**src/rtl/fetch_pkg.sv**
```systemverilog
// Shared types and constants for the buffered fetch stage.
package fetch_pkg;

  localparam int unsigned FETCH_XLEN = 32;
  localparam logic [31:0] NOP_INSTR_DEFAULT = 32'h0000_0013;

  typedef struct packed {
    logic [FETCH_XLEN-1:0] pc;
    logic [31:0]           instr;
  } fetch_entry_t;

endpackage

```
**src/rtl/fetch_queue.sv**
```systemverilog
// Prefetch FIFO: synchronous, no bypass; clear has priority over push and pop.
module fetch_queue
  import fetch_pkg::*;
#(
  parameter int unsigned DEPTH = 4
) (
  input  logic                     clock,
  input  logic                     reset,
  input  logic                     push,
  input  fetch_entry_t             push_entry,
  input  logic                     pop,
  input  logic                     clear,
  output fetch_entry_t             head,
  output logic [$clog2(DEPTH):0]   count,
  output logic                     full,
  output logic                     empty
);

  localparam int unsigned AW = $clog2(DEPTH);
  localparam int unsigned CW = AW + 1;

  fetch_entry_t   slots [DEPTH];
  logic [AW-1:0]  rd_ptr;
  logic [AW-1:0]  wr_ptr;
  logic           push_ok;
  logic           pop_ok;

  assign full    = (count == CW'(DEPTH));
  assign empty   = (count == '0);
  assign push_ok = push && !full && !clear;
  assign pop_ok  = pop && !empty && !clear;
  assign head    = slots[rd_ptr];

  always_ff @(posedge clock) begin
    if (push_ok) begin
      slots[wr_ptr] <= push_entry;
    end
  end

  // Pointers wrap naturally because DEPTH is a power of two.
  always_ff @(posedge clock or posedge reset) begin
    if (reset) begin
      rd_ptr <= '0;
      wr_ptr <= '0;
      count  <= '0;
    end else if (clear) begin
      rd_ptr <= '0;
      wr_ptr <= '0;
      count  <= '0;
    end else begin
      if (push_ok) begin
        wr_ptr <= wr_ptr + AW'(1);
      end
      if (pop_ok) begin
        rd_ptr <= rd_ptr + AW'(1);
      end
      case ({push_ok, pop_ok})
        2'b10:   count <= count + CW'(1);
        2'b01:   count <= count - CW'(1);
        default: count <= count;
      endcase
    end
  end

endmodule

```
**src/rtl/fetch_stage_buffered.sv**
```systemverilog
// Fetch stage: PC generation, single-outstanding imem request port,
// prefetch queue and the Fetch->Decode pipeline register.
module fetch_stage_buffered
  import fetch_pkg::*;
#(
  parameter int unsigned       XLEN      = FETCH_XLEN,
  parameter logic [XLEN-1:0]   RESET_PC  = '0,
  parameter int unsigned       DEPTH     = 4,
  parameter logic [31:0]       NOP_INSTR = NOP_INSTR_DEFAULT
) (
  input  logic            clock,
  input  logic            reset,
  input  logic            redirect_e,
  input  logic [XLEN-1:0] redirect_pc_e,
  input  logic            stall_d,
  output logic            imem_req_valid,
  input  logic            imem_req_ready,
  output logic [XLEN-1:0] imem_req_addr,
  input  logic            imem_resp_valid,
  input  logic [31:0]     imem_resp_data,
  output logic [31:0]     instr_d,
  output logic [XLEN-1:0] pc_d,
  output logic [XLEN-1:0] pc_plus4_d,
  output logic            valid_d
);

  localparam int unsigned CW = $clog2(DEPTH) + 1;

  logic [XLEN-1:0] pc_f;
  logic [XLEN-1:0] req_pc;
  logic            outstanding;
  logic            drop_pending;

  logic            req_fire;
  logic            resp_accept;
  logic            q_push;
  logic            q_pop;
  fetch_entry_t    q_push_entry;
  fetch_entry_t    q_head;
  logic [CW-1:0]   q_count;
  logic            unused_q_full;
  logic            q_empty;
  logic [XLEN-1:0] head_pc;

  assign imem_req_valid = !outstanding && (q_count < CW'(DEPTH)) && !redirect_e;
  assign imem_req_addr  = pc_f;
  assign req_fire       = imem_req_valid && imem_req_ready;
  assign resp_accept    = imem_resp_valid && outstanding;

  // A response that lands in a redirect cycle is consumed but never queued.
  assign q_push = resp_accept && !drop_pending && !redirect_e;
  assign q_pop  = !redirect_e && !stall_d && !q_empty;

  always_comb begin
    q_push_entry       = '0;
    q_push_entry.pc    = req_pc;
    q_push_entry.instr = imem_resp_data;
  end

  assign head_pc = q_head.pc;

  fetch_queue #(
    .DEPTH (DEPTH)
  ) u_queue (
    .clock      (clock),
    .reset      (reset),
    .push       (q_push),
    .push_entry (q_push_entry),
    .pop        (q_pop),
    .clear      (redirect_e),
    .head       (q_head),
    .count      (q_count),
    .full       (unused_q_full),
    .empty      (q_empty)
  );

  always_ff @(posedge clock or posedge reset) begin
    if (reset) begin
      pc_f         <= RESET_PC;
      req_pc       <= '0;
      outstanding  <= 1'b0;
      drop_pending <= 1'b0;
    end else begin
      if (redirect_e) begin
        pc_f <= redirect_pc_e;
      end else if (req_fire) begin
        pc_f <= pc_f + XLEN'(4);
      end

      if (req_fire) begin
        outstanding <= 1'b1;
        req_pc      <= pc_f;
      end else if (resp_accept) begin
        outstanding <= 1'b0;
      end

      // The in-flight request belongs to the flushed path; its data must be discarded.
      if (redirect_e && outstanding && !imem_resp_valid) begin
        drop_pending <= 1'b1;
      end else if (resp_accept) begin
        drop_pending <= 1'b0;
      end
    end
  end

  always_ff @(posedge clock or posedge reset) begin
    if (reset) begin
      valid_d    <= 1'b0;
      instr_d    <= NOP_INSTR;
      pc_d       <= '0;
      pc_plus4_d <= '0;
    end else if (redirect_e) begin
      valid_d <= 1'b0;
      instr_d <= NOP_INSTR;
    end else if (!stall_d) begin
      if (!q_empty) begin
        valid_d    <= 1'b1;
        instr_d    <= q_head.instr;
        pc_d       <= head_pc;
        pc_plus4_d <= head_pc + XLEN'(4);
      end else begin
        valid_d <= 1'b0;
        instr_d <= NOP_INSTR;
      end
    end
  end

endmodule

```
**config.mk**
```make
export PLATFORM = sky130hd
export DESIGN_NAME = fetch_stage_buffered
export DESIGN_NICKNAME = d
export VERILOG_FILES = /design/src/rtl/fetch_pkg.sv /design/src/rtl/fetch_queue.sv /design/src/rtl/fetch_stage_buffered.sv
export SDC_FILE = /design/constraint.sdc
export NUM_CORES = 1
export LEC_CHECK = 0
export ABC_AREA = 1
export BUFFER_PORTS_ARGS = -buffer_cell sky130_fd_sc_hd__buf_2
export CAP_MARGIN = 20
export CORE_MARGIN = 5
export CORE_UTILIZATION = 41
export DETAILED_ROUTE_END_ITERATION = 8
export HOLD_SLACK_MARGIN = 0.15
export PLACE_DENSITY = 0.65
export SLEW_MARGIN = 20
export SYNTH_ARGS = -nofsm -noshare
export SYNTH_HDL_FRONTEND = slang
export SYNTH_SLANG_ARGS = --single-unit
```
**constraint.sdc**
```tcl
create_clock -name clock -period 5.74 [get_ports clock]
set_input_delay 0.574 -clock clock [delete_from_list [all_inputs] [get_ports clock]]
set_output_delay 0.574 -clock clock [all_outputs]
set_load 0.005 [all_outputs]
```
==> qor.yml <==
route:
  wl_microns: 45100
  drtIter0Drc: 1133
  ant_nets: 0
  via_per_inst: 5.15
  drcViolationCount: 0
  first_pass_iters: 5
  wl_per_cell_microns: 18.0
  vias: 12900
cts:
  root_buffer: "clkbuf_16"
  clock-sinks: 424
  clockBufferDepth: 3
  cts_tree: "yes"
  cts.htree.levels: 2
  ctsResizeCount: 0
  cts_setup_buffers: 0
  path_clk_slew_ns: 0.06
  worst_skew_pair.late_latency_ns: 0.56
  cts_buffers: 45
power_and_ir_drop:
  powerDensity_mw_per_mm2: 462
  p_leak_uw: 0.00877
  ir_drop_mv: 0.211
min_path:
  hp-start: "imem_resp_data[28]"
  hold_depth: 1
  min_path_type: "in -> reg"
  worst_hold_path.endpoint: "u_queue.slots[3][28]"
worst_setup_path:
  rr_startpoint: "u_queue.rd_ptr[0]"
  crit_top_cell: "nand2_1"
  path_class: "reg -> reg"
  slowest_stage: "inv_6"
  crit_arrival_ns: 3.58
  cp_cell_sequence: "inv_6 -> nand2_1 -> nand3_1 -> nand2_1 -> inv_1 -> ha_1 -> inv_1 -> nor2_4 -> nand2_1 -> nor2_2 -> nand2_1 -> inv_1 -> nand2_1 -> nand2_1 -> nand3_1"
  ff2ff_setup_slack_ns: 2.60
  crit_path_start_kind: "flop"
  rr_endpoint: "pc_plus4_d[28]"
  required_ns: 6.18
  rr_worst_depth: 15
  max_stage_delay_ns: 0.69
  end_kind: "flop"
  crit_fanout: 130
timing:
  finalHoldViolCount: 0
  slew_viol_final: 0
  maxSlewHeadroom: 0.320
  fin_skew_ns: 0.0164
  rsz0062_at_grt: "false"
  max_freq_ghz: 0.318
  setup_viol: 0
  fin_crit_sh: 0.547
  tightest_slew_ns: 1.02
  fin_tns_setup_ns: 0
  min_period_ns: 3.14
yosys:
  synthAdderAreaFrac: 0.00528
  syn_nets: 1792
  yosys.cell_types.count: 43
  synth_compound_gate_area_share: 0.0858
  ys.flop_type: "edfxtp_1"
  syn_area_per_cell_sq_um: 10.5
  ys_seq_area_frac: 0.660
  synth.area.top_cells: "edfxtp_1 (43%), dfrtp_1 (23%), nand2_1 (9.6%)"
  yosys_warnings: 0
  yosys.area_share.simple: 0.195
  synth_top_family_by_area: "simple AND/OR/NAND/NOR gates"
  async_flop_share: 0.396
  yosys.area.top_type_share: 0.427
  synthXorXnorAreaFrac: 0.00583
  synth.area.mux_share: 0
  ys_ff_latch: 424
  postSynthCellCount: 1715
  netlist.top_cell.by_area: "edfxtp_1"
  synth-edff-count: 256
  netlist_area_sq_mm: 0.0180
die:
  die_h_microns: 220
  std_cell_rows: 76
  coreArea_sq_mm: 0.0433
  start_util: 0.416
  io_pins: 200
  dieArea_sq_mm: 0.0482
  fp.dieW_microns: 220
finish:
  nNetsFinal: 1967
  fin_area_sq_mm: 0.0210
  n_fill_cell: 3923
  layout_commonest_cell: "nand2_1"
  layout_common_cells: "nand2_1 (460), edfxtp_1 (256), buf_2 (199)"
  area_growth_pct: 16.4
  drive_above_1_share: 0.183
  multi_input_area_sq_mm: 0.00529
  final-seq-area_sq_mm: 0.0119
grt:
  overflow: 0
  antenna_found_initial: 2
  grt_pass1_wl_microns: 70200
  grt_pass1_vias: 12500
  grt_max_degree: 131
  track_usage: 0.184
place:
  postPlaceCellArea_sq_mm: 0.0194
  io_buffers: 199
  gp_congestion: 0.872
  dp_hpwl_microns: 29600
run_status:
  outcome: "finished, final reports clean"
flow_run:
  drv_cap: 0
-- synthesized netlist by cell type, drive strengths merged (6+ instances only) --
master / count
a21oi: 13
a22oi: 22
a32o: 29
buf: 42
clkbuf: 45
dfrtp: 165
edfxtp: 256
ha: 6
inv: 99
nand2: 475
nand3: 131
nand4: 8
nor2: 211
nor3: 8
o211ai: 15
o21ai: 128
o221ai: 6
o22ai: 32
xor2: 7
-- layer usage --
layer  track usage  routed length, microns  vias up
met1         0.271                   21100     6271
met4        0.0497                     845        2
met5             0                       7        -
li1              -                       -     6219
met2         0.290                   20700      393
met3        0.0272                    2490       50
-- area by class of cell --
cell class,count,area share
antenna,1,0.000119
clock buffer,57,0.0586
clock inverter,26,0.0137
inverter,101,0.0187
multi-input combinational,1103,0.252
sequential,424,0.568
tap,585,0.0349
timing repair buffer,215,0.0539
-- what timing repair did --
item,CTS,global route
hold buffers,1,0
endpoints found under the setup margin,0,0
hold endpoints to repair,8,0
-- state kept, by name, indices dropped and copies added, names as in the netlist --
signal / flops
u_queue.wr_ptr: 2
u_queue.rd_ptr: 2
pc_d: 32
u_queue.count: 3
imem_req_addr: 32
valid_d: 1
pc_plus4_d: 30
drop_pending: 1
req_pc: 32
outstanding: 1
u_queue.slots: 256
instr_d: 32
-- through the flow --
stage | setup WS [ns] | std cells | power [uW] | hold WS (ns) | utilization
4_1_cts | 2.59 | 2511 | 9770 | 0.185 | 0.485
6_report | 2.60 | 2512 | 9680 | 0.218 | 0.485
5_1_grt | 2.22 | 2512 | 10300 | 0.201 | 0.485
2_1_floorplan | 0.624 | 1715 | 5850 | 0.465 | -
3_5_place_dp | 2.10 | 2427 | 6800 | 0.461 | 0.449
3_3_place_gp | 2.12 | 2427 | 6730 | 0.459 | 0.449
-- critical path: cells and delay by family (launching register included) --
kind,cells,cell delay (ns)
adder cells (fa/ha/maj),1,0.18
flip-flops,1,0.64
buffers and inverters,4,1.02
AND/OR/NAND/NOR,10,1.09
-- worst max-delay path by stage --
| stage | from | to | depth (start not counted) |
|---|---|---|---|
| floorplan | reset | drop_pending | 1 |
| global placement | redirect_e | u_queue.slots[2][40] | 5 |
| detailed placement | redirect_e | u_queue.slots[1][40] | 5 |
| CTS | u_queue.rd_ptr[0] | pc_plus4_d[28] | 15 |
| global route | u_queue.rd_ptr[0] | pc_plus4_d[28] | 15 |
| finish | u_queue.rd_ptr[0] | pc_plus4_d[28] | 15 |
-- cell families (layout without fill, tap and decap cells) --
kind of cell,after synthesis,count (layout)
XOR/XNOR,12,12
adder cells (fa/ha/maj),7,7
AO/OA/AOI/OAI,248,248
AND/OR/NAND/NOR,836,836
buffers and inverters,188,399
flip-flops,424,424
other,0,1
-- report_power, final --
group	internal, uW	switching, uW	total, uW
logic	818	1510	2330
clock network	1760	1200	2950
registers	3870	536	4400
total	6440	3240	9680
No activity file was read; power rests on OpenSTA's default activity.
